$ cat config.mk
export PLATFORM = sky130hd
export DESIGN_NAME = i2s_decoder_flat
export DESIGN_NICKNAME = d
export VERILOG_FILES = /design/src/rtl/i2s_decoder_if.sv /design/src/rtl/i2s_decoder.sv /design/src/flat_wrapper.sv
export SDC_FILE = /design/constraint.sdc
export NUM_CORES = 1
export LEC_CHECK = 0
export ABC_AREA = 1
export CAP_MARGIN = 10
export CORE_ASPECT_RATIO = 2
export CORE_MARGIN = 5
export CORE_UTILIZATION = 35
export CTS_CLUSTER_SIZE = 25
export DETAILED_ROUTE_END_ITERATION = 10
export SLEW_MARGIN = 10
export SYNTH_ARGS = -nofsm -noshare
export SYNTH_HDL_FRONTEND = slang
export SYNTH_SLANG_ARGS = --single-unit
$ cat constraint.sdc
create_clock -name i_mclk -period 5.6 [get_ports i_mclk]
set_clock_uncertainty 0.2 [all_clocks]
set_input_delay 1.12 -clock i_mclk [delete_from_list [all_inputs] [get_ports i_mclk]]
set_output_delay 1.12 -clock i_mclk [all_outputs]
set_load 0.03 [all_outputs]
$ cat src/rtl/i2s_decoder_if.sv
// I2S receive pins and the recovered stereo sample bus.
// master = decoder side, slave = pin driver / sample consumer.
interface i2s_decoder_if #(
    parameter int DATA_W = 16
);
    logic              i_bclk;
    logic              i_lrclk;
    logic              i_sdata;
    logic [DATA_W-1:0] o_data_l;
    logic [DATA_W-1:0] o_data_r;
    logic              o_valid;
    logic              o_err;
    logic              o_locked;

    modport master (
        input  i_bclk,
        input  i_lrclk,
        input  i_sdata,
        output o_data_l,
        output o_data_r,
        output o_valid,
        output o_err,
        output o_locked
    );

    modport slave (
        output i_bclk,
        output i_lrclk,
        output i_sdata,
        input  o_data_l,
        input  o_data_r,
        input  o_valid,
        input  o_err,
        input  o_locked
    );
endinterface

$ cat src/rtl/i2s_decoder.sv
// I2S receiver: oversamples BCLK/LRCLK/SDATA on MCLK and
// recovers one left/right sample pair per frame.
module i2s_decoder #(
    parameter int DATA_W    = 16,
    parameter int MAX_SLOTS = 32
) (
    input logic         i_mclk,
    input logic         i_rst_x,
    i2s_decoder_if.master bus
);
    localparam int CNT_W = $clog2(MAX_SLOTS + 1);
    localparam logic [CNT_W-1:0] CNT_ONE  = CNT_W'(1);
    localparam logic [CNT_W-1:0] CNT_LAST = CNT_W'(DATA_W);
    localparam logic [CNT_W-1:0] CNT_MAX  = CNT_W'(MAX_SLOTS);

    logic [1:0]        bclk_sync;
    logic [1:0]        lrclk_sync;
    logic [1:0]        sdata_sync;
    logic              bclk_prev;

    logic              lr_prev;
    logic [CNT_W-1:0]  slot_cnt;
    logic [DATA_W-1:0] shift_reg;
    logic [DATA_W-1:0] left_shadow;
    logic              left_ok;
    logic              commit_pend;

    logic [DATA_W-1:0] data_l;
    logic [DATA_W-1:0] data_r;
    logic              valid;
    logic              err;
    logic              locked;

    logic              bclk;
    logic              lrclk;
    logic              sdata;
    logic              bclk_rise;
    logic              lr_change;
    logic              data_slot;
    logic              last_slot;
    logic              short_word;
    logic [DATA_W-1:0] shift_next;

    assign bclk  = bclk_sync[1];
    assign lrclk = lrclk_sync[1];
    assign sdata = sdata_sync[1];

    assign bclk_rise  = bclk & ~bclk_prev;
    assign lr_change  = lrclk ^ lr_prev;
    // slot_cnt holds the index of the slot the next rise delivers
    assign data_slot  = (slot_cnt >= CNT_ONE) && (slot_cnt <= CNT_LAST);
    assign last_slot  = (slot_cnt == CNT_LAST);
    assign short_word = lr_change && data_slot;
    assign shift_next = {shift_reg[DATA_W-2:0], sdata};

    // Identical depth on all three pins keeps them cycle-aligned
    always_ff @(posedge i_mclk or negedge i_rst_x) begin
        if (!i_rst_x) begin
            bclk_sync  <= 2'b00;
            lrclk_sync <= 2'b00;
            sdata_sync <= 2'b00;
            bclk_prev  <= 1'b0;
        end else begin
            bclk_sync  <= {bclk_sync[0], bus.i_bclk};
            lrclk_sync <= {lrclk_sync[0], bus.i_lrclk};
            sdata_sync <= {sdata_sync[0], bus.i_sdata};
            bclk_prev  <= bclk;
        end
    end

    always_ff @(posedge i_mclk or negedge i_rst_x) begin
        if (!i_rst_x) begin
            lr_prev   <= 1'b0;
            slot_cnt  <= CNT_MAX;
            shift_reg <= '0;
        end else if (bclk_rise) begin
            lr_prev <= lrclk;
            if (lr_change) begin
                slot_cnt <= CNT_ONE;
            end else begin
                if (slot_cnt != CNT_MAX) begin
                    slot_cnt <= slot_cnt + CNT_ONE;
                end
                if (data_slot) begin
                    shift_reg <= shift_next;
                end
            end
        end
    end

    always_ff @(posedge i_mclk or negedge i_rst_x) begin
        if (!i_rst_x) begin
            left_shadow <= '0;
            left_ok     <= 1'b0;
            commit_pend <= 1'b0;
            data_l      <= '0;
            data_r      <= '0;
            valid       <= 1'b0;
            err         <= 1'b0;
            locked      <= 1'b0;
        end else begin
            valid       <= 1'b0;
            err         <= 1'b0;
            commit_pend <= 1'b0;
            if (commit_pend) begin
                data_l <= left_shadow;
                data_r <= shift_reg;
                valid  <= 1'b1;
                locked <= 1'b1;
            end
            if (bclk_rise) begin
                if (short_word) begin
                    err    <= 1'b1;
                    locked <= 1'b0;
                    if (lr_prev) begin
                        left_ok <= 1'b0;
                    end
                end else if (!lr_change && last_slot) begin
                    if (!lrclk) begin
                        left_shadow <= shift_next;
                        left_ok     <= 1'b1;
                    end else begin
                        // right word lands in shift_reg on this edge
                        commit_pend <= left_ok;
                        left_ok     <= 1'b0;
                    end
                end
            end
        end
    end

    assign bus.o_data_l = data_l;
    assign bus.o_data_r = data_r;
    assign bus.o_valid  = valid;
    assign bus.o_err    = err;
    assign bus.o_locked = locked;
endmodule
$ cat src/flat_wrapper.sv
// flat-port wrapper written by rule: the top's interface ports become plain ports
module i2s_decoder_flat 
#(
    parameter int DATA_W    = 16,
    parameter int MAX_SLOTS = 32
)
  (i_mclk, i_rst_x, bus_i_bclk, bus_i_lrclk, bus_i_sdata, bus_o_data_l, bus_o_data_r, bus_o_valid, bus_o_err, bus_o_locked);
  i2s_decoder_if #(.DATA_W(DATA_W)) bus_i ();
  input logic i_mclk;
  input logic i_rst_x;
  input wire logic [$bits(bus_i.i_bclk)-1:0] bus_i_bclk;
  input wire logic [$bits(bus_i.i_lrclk)-1:0] bus_i_lrclk;
  input wire logic [$bits(bus_i.i_sdata)-1:0] bus_i_sdata;
  output wire logic [$bits(bus_i.o_data_l)-1:0] bus_o_data_l;
  output wire logic [$bits(bus_i.o_data_r)-1:0] bus_o_data_r;
  output wire logic [$bits(bus_i.o_valid)-1:0] bus_o_valid;
  output wire logic [$bits(bus_i.o_err)-1:0] bus_o_err;
  output wire logic [$bits(bus_i.o_locked)-1:0] bus_o_locked;
  assign bus_i.i_bclk = bus_i_bclk;
  assign bus_i.i_lrclk = bus_i_lrclk;
  assign bus_i.i_sdata = bus_i_sdata;
  assign bus_o_data_l = bus_i.o_data_l;
  assign bus_o_data_r = bus_i.o_data_r;
  assign bus_o_valid = bus_i.o_valid;
  assign bus_o_err = bus_i.o_err;
  assign bus_o_locked = bus_i.o_locked;
  i2s_decoder #(.DATA_W(DATA_W), .MAX_SLOTS(MAX_SLOTS)) u_core (.i_mclk(i_mclk), .i_rst_x(i_rst_x), .bus(bus_i));
endmodule
### Word level (Yosys, flattened, before mapping)

Index checks and enable logic that the tools add are counted.

* output and inout port bits: 35
* word-level logic and storage cells: 53
* register bits: 83
* bits of input ports: 5

* bitwise gates (word level): 6
* eq/ne operators: 3
* add/subtract/negate cells: 1
* muxes and demuxes: 16
* reductions and logical operators: 10
* order comparisons: 2

Operators by type and width (number)
* $mux W1: 14
* $mux W6: 2
* $add A6 B1 Y6 const B: 1
* $eq A6 B5 Y1 const B: 1
* $ge A6 B1 Y1 const B: 1
* $le A6 B5 Y1 const B: 1
* $ne A6 B6 Y1 const B: 1
* $reduce_and A3 Y1: 2
* $not A1 Y1: 4
* $reduce_and A4 Y1: 1
* $reduce_bool A2 Y1: 2
* $logic_and A1 B1 Y1: 3
* $ne A2 B1 Y1 const B: 1
* $reduce_and A2 Y1: 1
* $and A1 B1 Y1: 1
* $logic_not A1 Y1: 1
* $xor A1 B1 Y1: 1

### Longest topological paths before layout

* word-level depth: 6
* mapped depth: 12
* depth with buffers taken out: 11

### Worst setup path after synthesis

No wires, ideal clock.

* kind: register to register
* from: register u_core.slot_cnt[0]
* to: register u_core.left_shadow[10]
* stages on the path, launching flop included: 11
* data required time: 5284 ps
* arrival time: 1532 ps
* clock period less this slack: 1848 ps
* path buffers: 1
* library setup time: 116 ps
* path slack: 3752 ps
* path through: dfrtp_1 -> inv_1 -> ha_1 -> inv_1 -> nor2_1 -> nand4_2 -> nor2_4 -> nand2_4 -> buf_6 -> nand2_1 -> nand2_1

* longest elaborated chain between the ends: 5
* elaborated cells between the ends (all ways): 8
* classes of those cells: 2 x order compare; 1 x eq/ne; 1 x bitwise; 4 x reduce/logical

RTL lines
* start, declared: RTL line i2s_decoder.sv:22 `logic [CNT_W-1:0] slot_cnt;`
* start signal, assigned: RTL line i2s_decoder.sv:82 `slot_cnt <= slot_cnt + CNT_ONE;`
* $ge A6 B1 Y1 / $le A6 B5 Y1 (equally long branches): RTL line i2s_decoder.sv:51 `assign data_slot = (slot_cnt >= CNT_ONE) && (slot_cnt <= CNT_LAST);`
* $logic_and A1 B1 Y1: RTL line i2s_decoder.sv:51
* $logic_and A1 B1 Y1: RTL line i2s_decoder.sv:53 `assign short_word = lr_change && data_slot;`
* $not A1 Y1 (no source line)
* $reduce_and A4 Y1 (no source line) *
* end signal, assigned: RTL line i2s_decoder.sv:120 `left_shadow <= shift_next;`
* end, declared: RTL line i2s_decoder.sv:24 `logic [DATA_W-1:0] left_shadow;`

Every way passes the cells marked *; elsewhere a longest branch is shown, timed or not.
A chain may end at the register's enable or synchronous reset.

### Final worst setup path

* from: register u_core.data_r[0] (netlist: u_core.bus.o_data_r[0])
* to: output port bus_o_data_r[0]

RTL lines
* start, declared: RTL line i2s_decoder.sv:29 `logic [DATA_W-1:0] data_r;`
* start signal, assigned: RTL line i2s_decoder.sv:107 `data_r <= shift_reg;`
* end, declared: RTL line flat_wrapper.sv:15 `output wire logic [$bits(bus_i.o_data_r)-1:0] bus_o_data_r;`

No word-level cell between the ends.

==> impl_metrics.json <==
{
  "status": "complete, no violations",
  "fp.dieH_um": 148.3,
  "die_area_um2": 11750,
  "place_area_um2": 3804,
  "placed_cells": 431,
  "drtIter0Drc": 94,
  "cp.depth": 1,
  "syn_to_final_growth_pct": 22.94,
  "ys_top_cells_by_area": "dfrtp_1 61%, mux2_2 11%, nand2_1 9.5%",
  "relSlewSlack_pct": 31.29,
  "die_x_um": 79.18,
  "htreeDepth": 3,
  "cts_resized": 0,
  "cts_root_buf": "clkbuf_16",
  "drive_gt1_share_pct": 18.08,
  "synth_edf_count": 0,
  "synth_area_per_cell_um2": 11.16,
  "coreArea_um2": 9384,
  "crit_fanout": 2,
  "finalCritPeriodShare_pct": 47.93,
  "synth.distinct_cells": 26,
  "grt_setup_unrepaired": "no",
  "maxSlewViolCount": 0,
  "drt_first_pass_iters": 5,
  "fin_total_pwr_mw": 1.455,
  "yosys.area.top_type": "dfrtp_1",
  "io_buffers": 39,
  "drv_cap": 0,
  "ant_nets": 0,
  "drt-wirelength-per-cell_um": 14.24,
  "cts_sinks": 83,
  "grt_max_degree": 84,
  "place_hpwl_um": 4375,
  "grt-ovfl-total": 0,
  "p_leak_nw": 2.052,
  "slowest_stage": "clkdlybuf4s50_1",
  "hold_viol_final": 0,
  "worstMarginPinSlew_ns": 1.031,
  "p_per_area_nw_per_um2": 353.2,
  "antennaDiodeCount": 0,
  "postLayoutCellArea_um2": 4118,
  "reg2reg_depth": 6,
  "synth.top_cell.area_share_pct": 61.26,
  "grt_use_total_pct": 12.05,
  "ys.warnings.count": 0,
  "crit_buf_inv": 1,
  "via_per_inst": 4.866,
  "syn_inst": 300,
  "synthesis.nets": 309,
  "grt_pass1_vias": 2222,
  "fin_crit_ns": 2.684,
  "tns_ns": 0,
  "setup_viol": 0,
  "cts_buffers": 9,
  "clk_pin_slew_worst_paths_ns": 0.06,
  "cp.arrival_ns": 1.36,
  "hold_buffers": 0,
  "clkLatencyLatePin_ns": 0.34,
  "critical_path_class": "reg2out",
  "clk_path_buf_depth": 2,
  "cts_tree": "built",
  "required_ns": 4.28,
  "routabilityCongestion": 0.7996,
  "start_util_pct": 35.69,
  "antenna_found_initial": 0,
  "ir_drop_mv": 0.1726,
  "yosysMostFrequentCell": "nand2_1",
  "ios": 40,
  "cpPeakStageDelay_ns": 0.67,
  "min_delay_path_depth": 0,
  "seq_area_frac_synth_pct": 62.05,
  "crit_chain": "clkdlybuf4s50_1",
  "path_delay_family": "buffers and inverters",
  "hp-class": "reg2reg",
  "fin_nets": 347,
  "grt_pass1_wl_um": 10930,
  "instances_no_fill": 447,
  "crit_path_start_kind": "flip-flop",
  "synth_area_um2": 3349,
  "synth_common_cells": "85 x nand2_1, 82 x dfrtp_1, 36 x nand3_1",
  "async_flop_share_pct": 100.0,
  "cts_setup_buffers": 0,
  "cp-end-kind": "output pin",
  "finalWirelength_um": 6365,
  "fp-row-count": 50,
  "drc": 0,
  "max_freq_mhz": 372.6,
  "synthFlopType": "dfrtp_1",
  "num_vias": 2175,
  "synth-seq-cells": 83,
  "nFillCells": 900
}
## path summary, 6_finish.rpt
path | startpoint | to | slack, ns
min in group asynchronous | i_rst_x | u_core.lrclk_sync[0]$_DFF_PN0_ | 0.75
max in group asynchronous | i_rst_x | u_core.bus.o_data_r[8]$_DFFE_PN0P_ | 3.77
hold reg to reg | u_core.bclk_sync[0]$_DFF_PN0_ | u_core.bclk_sync[1]$_DFF_PN0_ | 0.15
setup / recovery | u_core.bus.o_data_r[0]$_DFFE_PN0P_ | bus_o_data_r[0] | 2.92
setup reg to reg | u_core.lrclk_sync[1]$_DFF_PN0_ | u_core.left_shadow[12]$_DFFE_PN0P_ | 3.17
hold / removal | u_core.bclk_sync[0]$_DFF_PN0_ | u_core.bclk_sync[1]$_DFF_PN0_ | 0.15
## where the power goes
group          leakage [nW]  switching [mW]  total (mW)  internal, mW
combinational         0.768           0.106       0.156        0.0510
clock                 0.155           0.224       0.604         0.380
sequential             1.13          0.0538       0.694         0.640
total                  2.05           0.384        1.45          1.07
## cells by family (layout without fill, tap and decap cells)
logic type	count (synthesis)	in the layout	synth area share, %
buffers and inverters	24	67	3.362
AOI/OAI and AO/OA	8	8	1.195
and+or+nand+nor	144	144	19.28
muxes	32	32	10.76
xor gates and xnor gates	5	5	1.868
adders and majority gates	4	4	1.494
DFF	83	83	62.05
## per-layer routing
layer  wire length (um)  vias to the layer above  track usage (%)
met1               2523                     1062            13.54
li1                   -                     1059                -
met2               3459                       41            20.57
met3                200                       13            2.727
met5                  0                        -                0
met4                181                        0            6.971
## through the flow
| step | worst slack, ns | utilization (%) | hold WS (ns) |
|---|---|---|---|
| after CTS | 2.889 | 43.88 | 0.1502 |
| final | 2.916 | 43.88 | 0.1486 |
| after detailed placement | 3.155 | 40.53 | 0.1372 |
| after floorplan | 3.752 | - | 0.1312 |
| after global routing | 2.859 | 43.88 | 0.1582 |
| after global placement | 3.226 | 40.53 | 0.1322 |
## cells in the final DEF, fill, tap and decap left out
master | Yosys | final
nand2_1 | 85 | 85
dfrtp_1 | 82 | 82
clkdlybuf4s50_1 | 0 | 38
nand3_1 | 36 | 36
mux2_2 | 32 | 32
nor2_1 | 11 | 11
inv_1 | 9 | 9
clkbuf_16 | 0 | 9
o21ai_1 | 7 | 7
xor2_1 | 4 | 4
ha_1 | 4 | 4
nor2_4 | 3 | 3
clkbuf_8 | 0 | 3
inv_2 | 2 | 2
nand4_1 | 2 | 2
clkinv_2 | 0 | 2
buf_4 | 2 | 2
xnor2_4 | 1 | 1
nand4_2 | 1 | 1
nor3b_1 | 1 | 1
nand3_2 | 1 | 1
nand2_4 | 1 | 1
nand2_2 | 1 | 1
nor3_1 | 1 | 1
o21ai_0 | 1 | 1
or2_2 | 1 | 1
clkinvlp_4 | 0 | 1
bufinv_16 | 0 | 1
dfstp_2 | 1 | 1
## final cells by class
cell class | instances | area (um^2) | share of cell area (%)
multi-input cells | 193 | 1159 | 28.14
clock inverters | 4 | 47.55 | 1.155
inverters | 11 | 41.29 | 1.003
clock buffers | 12 | 266.5 | 6.472
flip-flops and latches | 83 | 2078 | 50.47
well taps | 104 | 130.1 | 3.160
repair buffers | 40 | 395.4 | 9.602
(Power assumes the default switching activity.)
